[src/rtl/sha3_pkg.sv]
// Shared SHA-3 definitions: Keccak state layout, variant IDs and digest sizing.
// Used by both the input-side loader and the digest transmitter.
package sha3_pkg;

    typedef logic [4:0][4:0][63:0] keccak_state_t;

    typedef enum logic [1:0] {
        SHA3_224 = 2'd0,
        SHA3_256 = 2'd1,
        SHA3_384 = 2'd2,
        SHA3_512 = 2'd3
    } sha3_id_t;

    typedef enum logic {
        IDLE = 1'b0,
        SEND = 1'b1
    } tx_state_t;

    function automatic int digest_bits(input logic [1:0] id);
        case (sha3_id_t'(id))
            SHA3_224: return 224;
            SHA3_256: return 256;
            SHA3_384: return 384;
            default:  return 512;
        endcase
    endfunction

    function automatic int n_beats(input logic [1:0] id, input int dw);
        return (digest_bits(id) + dw - 1) / dw;
    endfunction

endpackage

[src/rtl/sha3_digest_tx.sv]
// Streams the leading L bits of a Keccak state as an AXI-Stream packet,
// least-significant word of lane [0][0] first.
module sha3_digest_tx
    import sha3_pkg::*;
#(
    parameter int DATA_WIDTH = 16
) (
    input  logic                  ACLK,
    input  logic                  ARESETn,
    input  logic                  start,
    output logic                  s_ready,
    input  logic [1:0]            id_in,
    input  keccak_state_t         S_in,
    output logic                  M_TVALID,
    input  logic                  M_TREADY,
    output logic [DATA_WIDTH-1:0] M_TDATA,
    output logic                  M_TLAST,
    output logic [1:0]            M_TID
);

    tx_state_t       state_reg;
    logic [511:0]    buf_reg;
    logic [1:0]      id_reg;
    logic [5:0]      cnt_reg;

    logic [1599:0]   state_flat;
    logic [5:0]      last_idx;
    logic [DATA_WIDTH-1:0] beat_raw;
    logic [DATA_WIDTH-1:0] beat_mask;
    logic            handshake;
    logic            unused_state_bits;

    assign state_flat        = S_in;
    assign unused_state_bits = ^state_flat[1599:512];

    assign last_idx  = 6'(n_beats(id_reg, DATA_WIDTH) - 1);
    assign beat_raw  = buf_reg[int'(cnt_reg) * DATA_WIDTH +: DATA_WIDTH];

    // Bits at or beyond the digest length are forced to zero (224-bit tail at wide beats).
    for (genvar gi = 0; gi < DATA_WIDTH; gi++) begin : g_mask
        assign beat_mask[gi] = (int'(cnt_reg) * DATA_WIDTH + gi) < digest_bits(id_reg);
    end

    assign s_ready   = (state_reg == IDLE);
    assign M_TVALID  = (state_reg == SEND);
    assign M_TDATA   = M_TVALID ? (beat_raw & beat_mask) : '0;
    assign M_TLAST   = M_TVALID && (cnt_reg == last_idx);
    assign M_TID     = id_reg;
    assign handshake = M_TVALID && M_TREADY;

    always_ff @(posedge ACLK) begin
        if (!ARESETn) begin
            state_reg <= IDLE;
            buf_reg   <= '0;
            id_reg    <= '0;
            cnt_reg   <= '0;
        end else begin
            case (state_reg)
                IDLE: begin
                    if (start) begin
                        buf_reg   <= state_flat[511:0];
                        id_reg    <= id_in;
                        cnt_reg   <= '0;
                        state_reg <= SEND;
                    end
                end
                SEND: begin
                    if (handshake) begin
                        if (cnt_reg == last_idx) begin
                            state_reg <= IDLE;
                        end else begin
                            cnt_reg <= cnt_reg + 6'd1;
                        end
                    end
                end
                default: state_reg <= IDLE;
            endcase
        end
    end

endmodule

[config.mk]
export PLATFORM = sky130hd
export DESIGN_NAME = sha3_digest_tx
export DESIGN_NICKNAME = d
export VERILOG_FILES = /design/src/rtl/sha3_pkg.sv /design/src/rtl/sha3_digest_tx.sv
export SDC_FILE = /design/constraint.sdc
export NUM_CORES = 1
export LEC_CHECK = 0
export ABC_AREA = 1
export CAP_MARGIN = 0
export CORE_AREA = 2 2 635 637
export DETAILED_ROUTE_END_ITERATION = 16
export DIE_AREA = 0 0 637 639
export HOLD_SLACK_MARGIN = 0.05
export PLACE_DENSITY = 0.3
export SYNTH_ARGS = -nofsm -noshare
export SYNTH_HDL_FRONTEND = slang
export SYNTH_SLANG_ARGS = --single-unit
[constraint.sdc]
create_clock -name ACLK -period 6.53 [get_ports ACLK]
set_clock_uncertainty 0.2 [all_clocks]
set_input_delay 0.9795 -clock ACLK [delete_from_list [all_inputs] [get_ports ACLK]]
set_output_delay 0.9795 -clock ACLK [all_outputs]
set_load 0.05 [all_outputs]
# Word-level counts from Yosys, hierarchy flattened
# Cells that the tools add are included.
[classes]
n_bitwise = 3
eq_ne = 6
mux = 10
order_cmp = 16
add_sub_neg = 20
shifts = 1
n_reduce_logical = 6
[op_table]
columns = ["cell", "count"]
rows = [
  ["variable part select 512 x 11 -> 16 bit", 1],
  ["< comparator 12 x 32 -> 1 bit", 15],
  ["adder 10 x 4 -> 11 bit, second input constant", 8],
  ["adder 10 x 3 -> 11 bit, second input constant", 4],
  ["adder 32 x 6 -> 32 bit, second input constant", 1],
  ["< comparator 11 x 32 -> 1 bit", 1],
  ["subtractor 32 x 2 -> 32 bit, second input constant", 1],
  ["one-hot mux 10 bit (3 select lines)", 1],
  ["adder 10 x 2 -> 11 bit, second input constant", 2],
  ["2-to-1 mux 6 bit", 3],
  ["bitwise AND 16 bit", 1],
  ["2-to-1 mux 16 bit", 1],
  ["one-hot mux 6 bit (2 select lines)", 1],
  ["adder 10 x 1 -> 11 bit, second input constant", 1],
  ["adder 6 x 1 -> 6 bit", 1],
  ["adder 6 x 1 -> 6 bit, second input constant", 1],
  ["== test 6 bit", 1],
  ["subtractor 6 x 2 -> 6 bit, second input constant", 1],
  ["!= test 2 bit, second input constant", 2],
  ["OR reduction 4 bit", 1],
  ["2-to-1 mux 1 bit", 3],
  ["AND reduction 3 bit", 1],
  ["== test 2 x 1 -> 1 bit, second input constant", 1],
  ["== test 2 bit, second input constant", 1],
  ["other kinds (7)", 8],
]
[word_totals]
ff_bits = 521
in_bits = 1606
out_inout_bits = 21

# Longest topological paths before layout
[depth]
word_depth = 12
ltp_mapped = 13
mapped_depth_nobuf = 12

# Worst setup path before layout
# OpenSTA, ideal clock, no wires.
[synth_timing]
path_type = "reg-to-output"
start = "register id_reg[0] (netlist: M_TID[0])"
end = "output M_TDATA[10]"
setup_slack_ns = 2.294
arrival_time_ns = 3.057
n_path_buf = 1
path_stages_with_launch = 13
path_cell_list = "dfxtp_1 inv_1 ha_1 o21ai_0 ha_1 a21oi_1 o21ai_0 nand2_1 nand2_1 a21oi_1 buf_2 nand2_1 nor2_1"
[synth_between]
elab_chain_len = 5
[synth_lines]
columns = ["item", "line_no", "text"]
rows = [
  ["start: declaration", "sha3_digest_tx.sv:23", "logic [1:0] id_reg;"],
  ["start signal: assignment", "sha3_digest_tx.sv:62", "id_reg <= id_in;"],
  ["== test 2 bit (tied with other cells)", "sha3_pkg.sv:20", "case (sha3_id_t'(id))"],
  ["one-hot mux 10 bit (3 select lines) (*)", "sha3_pkg.sv:20", ""],
  ["< comparator 12 x 32 -> 1 bit (*)", "sha3_digest_tx.sv:41", "assign beat_mask[gi] = (int'(cnt_reg) * DATA_WIDTH + gi) < digest_bits(id_reg);"],
  ["bitwise AND 16 bit (*)", "sha3_digest_tx.sv:46", "assign M_TDATA = M_TVALID ? (beat_raw & beat_mask) : '0;"],
  ["2-to-1 mux 16 bit (*)", "sha3_digest_tx.sv:46", ""],
  ["end: declaration", "sha3_digest_tx.sv:16", "output logic [DATA_WIDTH-1:0] M_TDATA,"],
]
# Every way passes the cells marked *; elsewhere a longest branch is shown, timed or not.

# Final worst setup path
[layout_timing]
start = "register cnt_reg[0]"
end = "output M_TDATA[1]"
[layout_between]
elab_chain_len = 4
[layout_lines]
columns = ["item", "line_no", "text"]
rows = [
  ["start: declaration", "sha3_digest_tx.sv:24", "logic [5:0] cnt_reg;"],
  ["start signal: assignment", "sha3_digest_tx.sv:72", "cnt_reg <= cnt_reg + 6'd1;"],
  ["adder 10 x 1 -> 11 bit", "sha3_digest_tx.sv:41", ""],
  ["< comparator 12 x 32 -> 1 bit", "sha3_digest_tx.sv:41", ""],
  ["bitwise AND 16 bit (*)", "sha3_digest_tx.sv:46", ""],
  ["2-to-1 mux 16 bit (*)", "sha3_digest_tx.sv:46", ""],
]
# Marks and branches as above.

==> reports/summary.txt <==
Status - finished clean
Setup slack after layout - 1.10 ns
Die width - 637 µm
# rows - 233
Fmax - 184 MHz
Hold Crit Depth - 2
RSZ-0062 raised after global routing - no
CP max-delay cell - buf_4
Largest register FFs - 512
Yosys warnings - 0
Height of the die - 639 µm
Seq/Total Area, Yosys - 44.5%
Netlist cell types - 22
Buffer depth of the longest clock path - 4
Final hold violation count - 0
Crit path depth - 10
Reg2reg setup slack - 3.17 ns
CP arrival - 4.25 ns
Setup TNS - 0 ns
Cell Count Post-Placement - 9,148
Worst Path Max Fanout - 72
Final setup fails - 0
Post-Route WL - 174,000 µm
Most common cell on crit path - nand2_1
H-tree Lvls - 3
Buf/Inv on CP - 2
Via count - 25.0k
Number of global-route vias before repair - 25.0k
Pre-CTS setup slack - 1.66 ns
CTS tree - built
CP endpoint kind - primary output
Drt first pass iters - 5
Worst Hold Class - flip-flop to flip-flop
Fin area - 37,400 µm²
CP delay by family, top - simple AND/OR/NAND/NOR gates
Critical path, cell by cell - buf_4 -> nand2_1 -> nand3_1 -> nand3_1 -> nand2_1 -> nor2_1 -> nand2_1 -> nand2_1 -> nor2_1 -> buf_4
Global-route wire length before repair - 226,000 µm
Number of I/O port buffers - 538
Slew HR - 10.6%
Largest net degree at the start of global routing - 174
Total gr overflow - 0
Clock slew at reported path FFs - 0.05 ns
Crit start category - flip-flop
Required @ worst endpoint - 5.35 ns
Full die area - 407,000 µm²
Max Slew Vio Count - 0
# resized after CTS - 0
Placer Congestion - 0.758
Total GRT Usage - 8.24%
Clock buffer count from CTS - 82
Starting DRC count in detailed routing - 1,354
Post-DP Area - 34,600 µm²
Kind of critical path - flip-flop to primary output
IO Pins - 1,627
Initial Utilization - 5.85%
Initial antenna violation count - 127
Remaining DRCs - 0
Finished Layout Cells - 9,329
DP HPWL - 134,000 µm
Static Leak - 13.2 nW
Largest stage delay, worst path - 0.82 ns
Worst Max-Slew Pin Slew - 1.33 ns
Clk root buf - clkbuf_16
Clk sink count - 521
Share of cells above drive strength 1 - 4.94%
Period Utilization, post-route - 83.2%
Mapped Cells - 3,559
Layout area overhead - 59.4%
Cell Area, Synth - 23,500 µm²
Post-CTS setup buffer count - 0
Seq cells post-synth - 521
Synth Area per Inst - 6.59 µm²
Hold-fix buffers at CTS - 0
Vias per cell - 2.67
Nets@finish - 5,562
Routed length per placed instance - 18.7 µm
Most common library cell in the layout ignoring fill and taps - nor2_1
Final ANT Viol Nets - 0
Worst ir drop on vdd - 0.000137 V
Max cap viols - 0
Core area - 401,000 µm²
Pwr dens - 259 nW/µm²
R2R cell count - 5
Clock latency on the worst-skew pair - 0.79 ns
Syn Nets - 5,176
Final min period - 5.43 ns
Most frequent cells in the layout - nor2_1, o21ai_0, clkdlybuf4s50_1
## through the flow
step                      power, mW  hold WS (ns)  util, %
after floorplan                4.38         0.229        -
after global placement         5.31         0.242     8.64
after detailed placement       5.30         0.246     8.64
after CTS                      9.97         0.254     9.31
after global routing           10.2         0.264     9.32
final                          9.70         0.250     9.33
## per-layer routing
layer	share of wire [%]	up-vias	routed length (µm)	track usage [%]
li1	-	12234	-	-
met1	44	11655	76900	10.3
met2	45	714	77600	13.1
met3	6.7	296	11600	2.56
met4	4.3	54	7560	3.26
met5	0.19	-	323	0
## tightest hold or removal path, delay by kind of cell (launching register included)
kind                   cells  cell delay (ns)
AOI/OAI and AO/OA          1             0.05
buffers and inverters      1             0.06
DFF                        1             0.29
## cell usage after synthesis
master	number	area, µm²
buf_2	98	490
clkinv_1	2	7.51
a21oi_1	157	786
buf_1	10	37.5
o21bai_1	1	7.51
buf_6	3	33.8
inv_2	4	15.0
ha_1	11	138
nor2_1	1132	4250
nand4_1	1	6.26
nand3_1	205	1030
nor2_4	1	11.3
dfxtp_1	521	10400
clkbuf_1	155	582
nand3b_1	1	7.51
o21ai_1	2	10.0
xor2_1	2	17.5
o21ai_0	595	2980
buf_4	10	75.1
inv_1	149	559
nand2_1	467	1750
o211ai_1	32	240
## cell type report
class                           count  area (µm²)
Fill cell                       46877      363000
Clock buffer                      111        2290
Multi-Input combinational cell   2607       11200
Clock inverter                     34         369
Sequential cell                   521       10400
Timing Repair Buffer              578        5740
Inverter                          155         604
Antenna cell                       36        90.1
Tap cell                         5287        6620
## final timing paths
| check | start | end |
|---|---|---|
| max | cnt_reg[0] | M_TDATA[1] |
| min | buf_reg[189] | buf_reg[189] |
| max reg2reg | M_TVALID | buf_reg[3] |
| min reg2reg | buf_reg[189] | buf_reg[189] |
## power by group
group,internal [mW],switching [mW],total (mW)
Combinational,0.587,1.05,1.63
Clock,2.67,1.85,4.51
Sequential,3.43,0.119,3.55
## kinds of logic after synthesis
logic type,synth area share [%]
flops,44.5
simple gates,30.1
compound gates,17.1
xor+xnor,0.0747
fa+ha+maj,0.587
buf+inv,7.67
Power figures use the tool's default switching activity.
